**config.mk**
```make
export PLATFORM = sky130hd
export DESIGN_NAME = keypad_emulator
export DESIGN_NICKNAME = d
export VERILOG_FILES = /design/src/rtl/keypad_pkg.sv /design/src/rtl/key_event_fifo.sv /design/src/rtl/keypad_emulator.sv
export SDC_FILE = /design/constraint.sdc
export NUM_CORES = 1
export LEC_CHECK = 0
export ABC_AREA = 0
export CAP_MARGIN = 20
export CORE_UTILIZATION = 50
export DETAILED_ROUTE_END_ITERATION = 7
export PLACE_DENSITY_LB_ADDON = 0.05
export RECOVER_POWER = 100
export SLEW_MARGIN = 10
export SYNTH_ARGS = -nofsm -noshare
export SYNTH_HDL_FRONTEND = slang
export SYNTH_SLANG_ARGS = --single-unit
export TNS_END_PERCENT = 30
```
**constraint.sdc**
```tcl
create_clock -name clk -period 5.15 [get_ports clk]
set_input_delay 0.7725 -clock clk [delete_from_list [all_inputs] [get_ports clk]]
set_output_delay 0.7725 -clock clk [all_outputs]
set_load 0.005 [all_outputs]
```
**src/rtl/keypad_pkg.sv**
```systemverilog
// keypad_pkg
//   Shared definitions for the keypad emulator:
//   - key_state_t : 3-bit press-playback FSM encoding
//   - KEY_COL/KEY_ROW field positions inside the 4-bit key code
//   - chatter LFSR taps and its next-state helper
// Configuration macro consumed by users of this package: KEYPAD_EMU_BOUNCE_EN
package keypad_pkg;

  typedef enum logic [2:0] {
    ST_IDLE       = 3'd0,
    ST_BOUNCE_IN  = 3'd1,
    ST_HOLD       = 3'd2,
    ST_BOUNCE_OUT = 3'd3,
    ST_GAP        = 3'd4
  } key_state_t;

  localparam int unsigned KEY_CODE_W  = 4;
  localparam int unsigned KEY_COL_MSB = 3;
  localparam int unsigned KEY_COL_LSB = 2;
  localparam int unsigned KEY_ROW_MSB = 1;
  localparam int unsigned KEY_ROW_LSB = 0;

  // Fibonacci taps 8,6,5,4 (bit 8 is the MSB, bit 7 of the register)
  localparam logic [7:0] LFSR_TAPS = 8'hB8;

  function automatic logic [1:0] key_col(input logic [KEY_CODE_W-1:0] code);
    return code[KEY_COL_MSB:KEY_COL_LSB];
  endfunction

  function automatic logic [1:0] key_row(input logic [KEY_CODE_W-1:0] code);
    return code[KEY_ROW_MSB:KEY_ROW_LSB];
  endfunction

  // Shift toward the MSB, feedback parity enters at bit 0
  function automatic logic [7:0] lfsr_next(input logic [7:0] s);
    return {s[6:0], ^(s & LFSR_TAPS)};
  endfunction

endpackage

```
**src/rtl/key_event_fifo.sv**
```systemverilog
// key_event_fifo
//   Synchronous FIFO holding queued press requests {key_code, key_hold}.
//   Storage is registered; dout shows the head entry with no read-through,
//   so a word pushed into an empty FIFO becomes visible the next cycle.
// Ports
//   clk      in  1      system clock
//   reset_n  in  1      asynchronous active-low reset
//   flush    in  1      synchronous clear, wins over push and pop
//   push     in  1      write din (ignored when full)
//   pop      in  1      drop head entry (ignored when empty)
//   din      in  WIDTH  entry to write
//   dout     out WIDTH  head entry
//   full     out 1      DEPTH entries stored
//   empty    out 1      no entries stored
module key_event_fifo #(
  parameter int unsigned WIDTH = 20,
  parameter int unsigned DEPTH = 4
) (
  input  logic             clk,
  input  logic             reset_n,
  input  logic             flush,
  input  logic             push,
  input  logic             pop,
  input  logic [WIDTH-1:0] din,
  output logic [WIDTH-1:0] dout,
  output logic             full,
  output logic             empty
);

  localparam int unsigned AW = $clog2(DEPTH);
  localparam logic [AW:0] DEPTH_CNT = (AW+1)'(DEPTH);

  logic [WIDTH-1:0] mem [DEPTH];
  logic [AW-1:0]    wr_ptr;
  logic [AW-1:0]    rd_ptr;
  logic [AW:0]      count;
  logic             do_push;
  logic             do_pop;

  assign do_push = push & ~full & ~flush;
  assign do_pop  = pop & ~empty & ~flush;
  assign full    = (count == DEPTH_CNT);
  assign empty   = (count == '0);
  assign dout    = mem[rd_ptr];

  // DEPTH is a power of two, so the pointers wrap naturally
  always_ff @(posedge clk or negedge reset_n) begin
    if (!reset_n) begin
      wr_ptr <= '0;
      rd_ptr <= '0;
      count  <= '0;
    end else if (flush) begin
      wr_ptr <= '0;
      rd_ptr <= '0;
      count  <= '0;
    end else begin
      if (do_push) wr_ptr <= wr_ptr + AW'(1);
      if (do_pop)  rd_ptr <= rd_ptr + AW'(1);
      case ({do_push, do_pop})
        2'b10:   count <= count + (AW+1)'(1);
        2'b01:   count <= count - (AW+1)'(1);
        default: count <= count;
      endcase
    end
  end

  always_ff @(posedge clk) begin
    if (do_push) mem[wr_ptr] <= din;
  end

endmodule

```
**src/rtl/keypad_emulator.sv**
```systemverilog
// keypad_emulator
//   Responder side of a 4x4 matrix keypad. Queued press requests are played
//   back one at a time as timed contact closures on the row lines, driven
//   from the scanner's column drive with zero latency.
//   Optional contact chatter is enabled by defining KEYPAD_EMU_BOUNCE_EN;
//   without it each bounce phase is a single clean cycle and no LFSR exists.
// Ports
//   clk        in  1       system clock
//   reset_n    in  1       asynchronous active-low reset
//   column     in  4       scanner column drive, active-high
//   row        out 4       emulated row return, active-high
//   key_valid  in  1       press request valid
//   key_code   in  4       [3:2] column index, [1:0] row index
//   key_hold   in  HOLD_W  closed time in cycles (0 behaves as 1)
//   key_ready  out 1       request accepted on key_valid & key_ready
//   flush      in  1       drop queue and release current key
//   busy       out 1       press in progress or queue not empty
//   contact    out 1       current contact state (1 = closed)
//   key_done   out 1       pulse on the last GAP cycle of a press
module keypad_emulator
  import keypad_pkg::*;
#(
  parameter int unsigned HOLD_W        = 16,
  parameter int unsigned FIFO_DEPTH    = 4,
  parameter int unsigned BOUNCE_CYCLES = 64,
  parameter int unsigned GAP_CYCLES    = 32,
  parameter logic [7:0]  LFSR_SEED     = 8'hA5
) (
  input  logic                  clk,
  input  logic                  reset_n,
  input  logic [3:0]            column,
  output logic [3:0]            row,
  input  logic                  key_valid,
  input  logic [KEY_CODE_W-1:0] key_code,
  input  logic [HOLD_W-1:0]     key_hold,
  output logic                  key_ready,
  input  logic                  flush,
  output logic                  busy,
  output logic                  contact,
  output logic                  key_done
);

  localparam int unsigned ENTRY_W = KEY_CODE_W + HOLD_W;

`ifdef KEYPAD_EMU_BOUNCE_EN
  localparam int unsigned BOUNCE_LEN = BOUNCE_CYCLES;
`else
  // Clean build: bounce phases are one cycle and the chatter settings have no effect
  localparam int unsigned BOUNCE_LEN = ((BOUNCE_CYCLES > 0) && (LFSR_SEED != 8'd0)) ? 1 : 1;
`endif

  localparam logic [HOLD_W-1:0] BOUNCE_LAST = HOLD_W'(BOUNCE_LEN - 1);
  localparam logic [HOLD_W-1:0] GAP_LAST    = HOLD_W'(GAP_CYCLES - 1);

  key_state_t                state;
  key_state_t                next_state;
  logic [HOLD_W-1:0]         cnt;
  logic [HOLD_W-1:0]         cnt_next;
  logic [KEY_CODE_W-1:0]     cur_code;
  logic [HOLD_W-1:0]         cur_hold;
  logic [HOLD_W-1:0]         hold_last;
  logic [ENTRY_W-1:0]        fifo_dout;
  logic                      fifo_full;
  logic                      fifo_empty;
  logic                      fifo_push;
  logic                      fifo_pop;
  logic                      bounce_last;
  logic                      chatter;

  assign fifo_push = key_valid & ~fifo_full & ~flush;
  assign key_ready = ~fifo_full;

  key_event_fifo #(
    .WIDTH (ENTRY_W),
    .DEPTH (FIFO_DEPTH)
  ) u_fifo (
    .clk     (clk),
    .reset_n (reset_n),
    .flush   (flush),
    .push    (fifo_push),
    .pop     (fifo_pop),
    .din     ({key_code, key_hold}),
    .dout    (fifo_dout),
    .full    (fifo_full),
    .empty   (fifo_empty)
  );

  // A zero hold still closes the contact for one cycle
  assign hold_last   = (cur_hold == '0) ? '0 : (cur_hold - HOLD_W'(1));
  assign bounce_last = (cnt == BOUNCE_LAST);

`ifdef KEYPAD_EMU_BOUNCE_EN
  logic [7:0] lfsr;
  logic       in_bounce;

  assign in_bounce = (state == ST_BOUNCE_IN) || (state == ST_BOUNCE_OUT);
  assign chatter   = lfsr[0];

  always_ff @(posedge clk or negedge reset_n) begin
    if (!reset_n) begin
      lfsr <= LFSR_SEED;
    end else if (in_bounce) begin
      lfsr <= lfsr_next(lfsr);
    end
  end
`else
  // Never sampled: every clean bounce cycle is also its last cycle
  assign chatter = 1'b0;
`endif

  always_ff @(posedge clk or negedge reset_n) begin
    if (!reset_n) begin
      state    <= ST_IDLE;
      cnt      <= '0;
      cur_code <= '0;
      cur_hold <= '0;
    end else begin
      state <= next_state;
      cnt   <= cnt_next;
      if (fifo_pop) begin
        cur_code <= fifo_dout[HOLD_W +: KEY_CODE_W];
        cur_hold <= fifo_dout[HOLD_W-1:0];
      end
    end
  end

  // The last cycle of each bounce phase forces the settled contact level
  always_comb begin
    next_state = state;
    cnt_next   = cnt;
    fifo_pop   = 1'b0;
    contact    = 1'b0;
    key_done   = 1'b0;
    case (state)
      ST_IDLE: begin
        if (!fifo_empty) begin
          fifo_pop   = 1'b1;
          next_state = ST_BOUNCE_IN;
          cnt_next   = '0;
        end
      end
      ST_BOUNCE_IN: begin
        contact = bounce_last ? 1'b1 : chatter;
        if (bounce_last) begin
          next_state = ST_HOLD;
          cnt_next   = '0;
        end else begin
          cnt_next = cnt + HOLD_W'(1);
        end
      end
      ST_HOLD: begin
        contact = 1'b1;
        if (cnt == hold_last) begin
          next_state = ST_BOUNCE_OUT;
          cnt_next   = '0;
        end else begin
          cnt_next = cnt + HOLD_W'(1);
        end
      end
      ST_BOUNCE_OUT: begin
        contact = bounce_last ? 1'b0 : chatter;
        if (bounce_last) begin
          next_state = ST_GAP;
          cnt_next   = '0;
        end else begin
          cnt_next = cnt + HOLD_W'(1);
        end
      end
      ST_GAP: begin
        if (cnt == GAP_LAST) begin
          key_done   = 1'b1;
          next_state = ST_IDLE;
          cnt_next   = '0;
        end else begin
          cnt_next = cnt + HOLD_W'(1);
        end
      end
      default: begin
        next_state = ST_IDLE;
        cnt_next   = '0;
      end
    endcase
    if (flush) begin
      next_state = ST_IDLE;
      cnt_next   = '0;
      fifo_pop   = 1'b0;
    end
  end

  assign busy = (state != ST_IDLE) || !fifo_empty;

  // Only the current key's column bit matters, even with several columns active
  always_comb begin
    row = 4'b0000;
    if (contact && column[key_col(cur_code)]) begin
      row[key_row(cur_code)] = 1'b1;
    end
  end

endmodule
```
-- Word-level counts from Yosys, hierarchy flattened
Memories as Yosys holds them, arrays and structs flattened. A register that Yosys moved wholly into a read port is not among the register bits.
Index checks and enable logic that the tools add are counted.
- add/subtract/negate cells: 6
- magnitude comparators: 3
- muxes and demuxes: 34
- eq/ne operators: 14
- reduce and logical (&&, ||, !) cells: 15
- bitwise operators: 9
- operators with widths (kind ; count):
    2-to-1 mux 16 bit ; 6
    case mux 16 bit (4 select lines) ; 1
    logical NOT 16 bit ; 2
    2-to-1 mux 3 bit ; 7
    adder 16 x 1 -> 16 bit, second input constant ; 1
    equality test 16 bit ; 1
    equality test 16 x 5 -> 1 bit, second input constant ; 1
    subtractor 16 x 1 -> 16 bit, second input constant ; 1
    != test 3 bit, second input constant ; 5
    case mux 3 bit (5 select lines) ; 1
    2-to-1 mux 1 bit ; 10
    2-to-1 mux 2 bit ; 4
    AND 1 bit ; 6
    equality test 3 x 2 -> 1 bit, second input constant ; 2
    equality test 3 bit, second input constant ; 2
    logical NOT 3 bit ; 2
    less-than comparator 2 x 3 -> 1 bit, second input constant ; 2
    case mux 3 bit (2 select lines) ; 1
    nonzero test 3 bit ; 2
    AND reduction 5 bit ; 1
    adder 2 x 1 -> 2 bit, second input constant ; 2
    2-to-1 mux 4 bit ; 1
    nonzero test 2 bit ; 2
    adder 3 x 1 -> 3 bit, second input constant ; 1
    13 further kinds ; 17
- bits in writable memories: 80
- output and inout port bits: 8
- memories kept: 1
- register bits: 26
- logic and storage cells: 87
- memory list (memory ; depth ; bits a word ; rd ports ; clocked after Yosys merged registers in ; wr ports ; RTL line ; text):
    u_fifo.mem ; 4 ; 20 ; 1 ; 1 ; 1 ; key_event_fifo.sv:33 ; logic [WIDTH-1:0] mem [DEPTH];

-- Longest topological paths before layout
- word-level depth: 9
- depth in mapped cells: 12
- gate-level depth less buffers: 11

-- Modules after synthesis
Synthesis repeated with hierarchy kept, for this count alone.
- cell total of the unflattened synthesis: 483
- area, all modules: 6249.7 um^2
- modules (own cells, without submodules) (module ; seq. area each (um^2) ; cells an instance ; instances ; area each (um^2)):
    key_event_fifo ; 2577.5 ; 169 ; 1 ; 3463.3
    keypad_emulator ; 975.9 ; 314 ; 1 ; 2786.4

-- Worst setup path before layout
Ideal clock, no wire load.
- kind: flip-flop to flip-flop
- from: register cur_hold[0], read port of u_fifo.mem
- to: register cnt[10]
- setup time: 118 ps
- buffers on the path: 1
- stages on the path, launching flop included: 13
- arrival: 2971 ps
- setup slack: 2061 ps
- path through: dfrtp_1 > inv_1 > ha_1 > nor3b_2 > nand3_2 > or4_1 > a222oi_1 > nand4_1 > nor4_2 > o31a_4 > buf_6 > o31ai_1 > a21o_1
- longest elaborated chain between the ends: 6
- ends and longest elaborated chain (item ; RTL line ; text):
    from (decl) ; keypad_emulator.sv:60 ; logic [HOLD_W-1:0] cur_hold;
    subtractor 16 x 1 -> 16 bit / logical NOT 16 bit (equally long branches) ; keypad_emulator.sv:89 ; assign hold_last = (cur_hold == '0) ? '0 : (cur_hold - HOLD_W'(1));
    2-to-1 mux 16 bit * ; keypad_emulator.sv:89 ;
    equality test 16 bit * ; keypad_emulator.sv:153 ; if (cnt == hold_last) begin
    2-to-1 mux 16 bit * ; keypad_emulator.sv:153 ;
    case mux 16 bit (4 select lines) * ; keypad_emulator.sv:134 ; case (state)
    2-to-1 mux 16 bit * ; keypad_emulator.sv:183 ; if (flush) begin
    to (signal assigned) ; keypad_emulator.sv:119 ; cnt <= cnt_next;
    to (decl) ; keypad_emulator.sv:57 ; logic [HOLD_W-1:0] cnt;
Every way passes the cells marked *; elsewhere a longest branch is shown, timed or not.
A chain may end at the register's enable or synchronous reset.

-- Final worst setup path
- from: register cnt[9]
- to: output row[1]
- longest elaborated chain between the ends: 5
- ends and longest elaborated chain (item ; RTL line ; text):
    logical NOT 16 bit ; keypad_emulator.sv:90 ; assign bounce_last = (cnt == BOUNCE_LAST);
    2-to-1 mux 1 bit ; keypad_emulator.sv:143 ; contact = bounce_last ? 1'b1 : chatter;
    case mux 1 bit (2 select lines) ; keypad_emulator.sv:134 ;
    logical AND 1 bit ; keypad_emulator.sv:195 ; if (contact && column[key_col(cur_code)]) begin
    2-to-1 mux 4 bit ; keypad_emulator.sv:195 ;
    to (decl) ; keypad_emulator.sv:32 ; output logic [3:0] row,
Every way passes these cells.

==> results.md <==
| Item | Value | Unit |
|:---|:---|:---|
| Pwr/cell area | 508 | nW/um2 |
| CTS tree | done | - |
| Worst Hold Class | in -> async | - |
| Final min period | 4.22 | ns |
| Post-route DRC | 0 | - |
| Post_cts resized | 0 | - |
| Post-layout nets | 508 | - |
| Final Skew | 0.00447 | ns |
| Sort of element at the end of the critical path | primary output | - |
| Cell area after synthesis | 6060 | um2 |
| Switching Fraction | 33.6 | % |
| First-pass iteration count of the detailed router | 4 | - |
| Nature of the critical path startpoint | flop | - |
| Fraction of the mapped netlist area in compound gates | 9.07 | % |
| Pins over their slew limit | 32 | - |
| Fraction of final layout cells with drive strength greater than 1 | 16.7 | % |
| Buffer depth of the longest clock path | 2 | - |
| Fraction of synthesized area in multiplexers | 11.6 | % |
| Register area share after synthesis | 58.7 | % |
| Per-instance average area after synthesis | 14.1 | um2 |
| Simple-gate area share of the yosys netlist | 13.1 | % |
| Dominant combinational cell family by area after synthesis | simple AND/OR/NAND/NOR gates | - |
| Starting DRC count in detailed routing | 327 | - |
| Area of the core | 11600 | um2 |
| Vias per Instance | 6.06 | - |
| Summed area of non-filler cells in the final layout | 7050 | um2 |
| Avg WL per Cell | 19.8 | um |
| Highest net fanout along the worst path | 7 | - |
| Post-layout total power | 3580 | uW |
| Adder and majority gate portion of the synthesized area | 1.78 | % |
| Category of the critical setup timing path | reg -> out | - |
| Port Buf Inserts | 35 | - |
| Clk Latency, worst-skew pair | 0.42 | ns |
| Sw Pwr | 1200 | uW |
| Max-capacitance violation count | 1 | - |
| Combinational share of power | 30.6 | % |
| Post-Place Setup Slack | 1.42 | ns |
| Area growth from synthesis to layout | 16.4 | % |
| Data required, critical path | 4.38 | ns |
| TritonCTS Sinks | 126 | - |
| Internal cell power | 2380 | uW |
| Max H-tree Level | 4 | - |
| Setup-violating endpoint count in the final report | 0 | - |
| Largest net degree at the start of global routing | 47 | - |
| Global-route wire length before repair | 20700 | um |
| Ys async rst share | 36.5 | % |
| Register clock-pin slew on the reported worst setup and hold paths | 0.06 | ns |
| Clock share of power | 29.4 | % |
| Met3 Resource Use GR | 5.83 | % |
| Commonest cells after routing, fill and taps aside | sky130_fd_sc_hd__edfxtp_1, sky130_fd_sc_hd__dfrtp_1, sky130_fd_sc_hd__dlygate4sd3_1 | - |
| Number of top-level pins | 36 | - |
| Most crowded layer after global routing | met2 | - |
| Die area | 12600 | um2 |
| Fin crit share | 81.9 | % |
| Standby leakage power | 0.00252 | uW |
| Via total after detailed routing | 3804 | - |
| Headroom to the max-slew limit | -20.6 | % |
| YS warnings | 0 | - |
| Placer congestion estimate | 0.884 | - |
| Number of failing hold endpoints at the final stage | 0 | - |
| Met2 track demand over resource | 35.4 | % |
| Fill cells | 902 | - |
| Maximum vdd drop | 434 | uV |
| Number of antenna violations at the first check in global routing | 0 | - |
| Setup slack after layout | 0.930 | ns |
| Dominant register cell in the synthesized netlist | sky130_fd_sc_hd__edfxtp_1 | - |
| Initial core utilization | 52.1 | % |
| HPWL Detailed | 7970 | um |
| Number of routed nets with antenna violations | 0 | - |
| GRT Resource Usage Total | 22.1 | % |
| Die H | 112 | um |
| Die width | 112 | um |
| Setup repair after global routing missed its margin | false | - |
| Final sum of negative setup slack | 0 | ns |
| Share of the synthesized netlist area taken by xor and xnor gates | 3.37 | % |
| Total overflow reported by the global router | 0 | - |
| Number of instances in the synthesized netlist | 431 | - |
| Slew at the pin with the worst max-slew slack | 1.81 | ns |
| Post-synthesis cell type count | 68 | - |
| Proportion of power drawn by flip-flops and latches | 40.0 | % |
| Via count of the first global-routing pass | 3923 | - |
| Flip-flop and latch count after synthesis | 126 | - |
| Total routed wirelength | 12400 | um |
| Hold-fix buffers at CTS | 0 | - |
| Area post-placement | 6500 | um2 |
| FP Rows | 39 | - |
| Leading cell type in the layout, fill and taps excluded | sky130_fd_sc_hd__edfxtp_1 | - |
| Diode count | 0 | - |
| Met1 demand-to-capacity share in global routing | 29.1 | % |
| Outcome | complete, but fails checks | - |
| Violations in the final reports | capacitance limit, slew limit | - |
| Highest attainable clock frequency | 0.237 | GHz |
| Buffers inserted by post-CTS timing repair | 0 | - |
| Library cell used as clock root buffer | sky130_fd_sc_hd__clkbuf_16 | - |
| Data arrival time of the critical path | 3.45 | ns |
| Number of buffers added by the clock tree synthesis step | 17 | - |
| Number of enable-type register cells in the synthesized netlist | 80 | - |
| Post-synthesis net count | 467 | - |
[synthesized netlist by cell type (3+ instances only)]
master | count | area (um2)
sky130_fd_sc_hd__nor2_1 | 21 | 78.8
sky130_fd_sc_hd__nor4b_1 | 4 | 35.0
sky130_fd_sc_hd__and3_1 | 11 | 68.8
sky130_fd_sc_hd__o31ai_1 | 6 | 45.0
sky130_fd_sc_hd__a21oi_1 | 5 | 25.0
sky130_fd_sc_hd__nand2b_1 | 4 | 25.0
sky130_fd_sc_hd__and2_1 | 6 | 37.5
sky130_fd_sc_hd__edfxtp_1 | 80 | 2400
sky130_fd_sc_hd__o21a_1 | 9 | 67.6
sky130_fd_sc_hd__mux2i_1 | 4 | 40.0
sky130_fd_sc_hd__dfrtp_1 | 46 | 1150
sky130_fd_sc_hd__clkbuf_1 | 15 | 56.3
sky130_fd_sc_hd__nor3b_1 | 8 | 60.1
sky130_fd_sc_hd__a211oi_1 | 3 | 22.5
sky130_fd_sc_hd__inv_1 | 10 | 37.5
sky130_fd_sc_hd__nor4_1 | 8 | 50.1
sky130_fd_sc_hd__nor3_1 | 6 | 30.0
sky130_fd_sc_hd__or3_1 | 4 | 25.0
sky130_fd_sc_hd__mux2_2 | 17 | 191
sky130_fd_sc_hd__o311ai_1 | 6 | 52.6
sky130_fd_sc_hd__a21o_1 | 5 | 37.5
sky130_fd_sc_hd__o21ai_0 | 11 | 55.1
sky130_fd_sc_hd__nor4_2 | 3 | 37.5
sky130_fd_sc_hd__or4_1 | 5 | 37.5
sky130_fd_sc_hd__nand4_1 | 6 | 37.5
sky130_fd_sc_hd__a22o_1 | 4 | 35.0
sky130_fd_sc_hd__ha_1 | 7 | 87.6
sky130_fd_sc_hd__nand2_1 | 22 | 82.6
sky130_fd_sc_hd__nand3_1 | 8 | 40.0
sky130_fd_sc_hd__xnor2_1 | 11 | 96.3
sky130_fd_sc_hd__nand3b_1 | 3 | 22.5
sky130_fd_sc_hd__mux4_2 | 21 | 473
sky130_fd_sc_hd__xor2_1 | 7 | 61.3
[final timing paths]
| check | start | slack [ns] | end | cells past startpoint |
|---|---|---|---|---|
| hold / removal | reset_n | 0.45 | cur_hold[10]$_DFFE_PN0P_ | 1 |
| min in group clk | cur_code[3]$_DFFE_PN0P_ | 0.52 | cur_code[3]$_DFFE_PN0P_ | 1 |
| hold reg to reg | cur_code[3]$_DFFE_PN0P_ | 0.52 | cur_code[3]$_DFFE_PN0P_ | 1 |
| setup / recovery | cnt[9]$_DFFE_PN0P_ | 0.93 | row[1] | 9 |
| setup reg to reg | cur_hold[0]$_DFFE_PN0P_ | 1.01 | cnt[15]$_DFFE_PN0P_ | 11 |
| max in group asynchronous | reset_n | 2.53 | cur_hold[8]$_DFFE_PN0P_ | 2 |
[power groups by stage]
stage | logic [uW] | clock network, uW | registers [uW]
final | 1100 | 1050 | 1430
after global routing | 1220 | 1120 | 1460
after CTS | 1100 | 1080 | 1440
after detailed placement | 1090 | 0 | 1460
after global placement | 1080 | 0 | 1450
after floorplan | 883 | 0 | 1360
[critical path, stage by stage (launching register included)]
cell and delay, ns:
sky130_fd_sc_hd__dfrtp_1 0.46, sky130_fd_sc_hd__nor3_1 0.33, sky130_fd_sc_hd__and3_1 0.24, sky130_fd_sc_hd__and4b_1 0.26, sky130_fd_sc_hd__nand2_1 0.08, sky130_fd_sc_hd__or2_2 0.29
sky130_fd_sc_hd__a21oi_1 0.40, sky130_fd_sc_hd__nand2_1 0.18, sky130_fd_sc_hd__nor3b_1 0.21, sky130_fd_sc_hd__dlygate4sd3_1 0.59
[cell families after synthesis]
kind of cell,Yosys count
adders and majority gates,8
and+or+nand+nor,132
muxes,42
buffers and inverters,32
DFF,126
xor gates and xnor gates,20
AOI/OAI and AO/OA,71
[per-stage QoR]
step,hold WS (ns),instances,utilization [%]
5_1_grt,0.503,628,60.7
3_5_place_dp,0.510,590,56.0
4_1_cts,0.523,622,60.5
2_1_floorplan,0.477,431,-
3_3_place_gp,0.510,590,56.0
6_report,0.445,628,60.7
[final cells by class]
type | instances | area [um2] | share of cell area (%)
Clock buffer | 18 | 429 | 6.09
Tap cell | 143 | 179 | 2.54
Clock inverter | 14 | 92.6 | 1.31
Multi-Input combinational cell | 273 | 2350 | 33.3
Sequential cell | 126 | 3550 | 50.4
Timing Repair Buffer | 44 | 409 | 5.80
Inverter | 10 | 37.5 | 0.532
[state kept, by name (all words and copies together), names as in the netlist]
name	cells
state	3
u_fifo.rd_ptr	2
cur_code	4
u_fifo.wr_ptr	2
cur_hold	16
cnt	16
u_fifo.count	3
u_fifo.mem	80
[metal layers]
layer / up-vias / wire length, um
li1: 1795 / -
met1: 1908 / 5630
met2: 87 / 6050
met3: 14 / 573
met4: 0 / 164
met5: - / 0
Power figures use the tool's default switching activity.
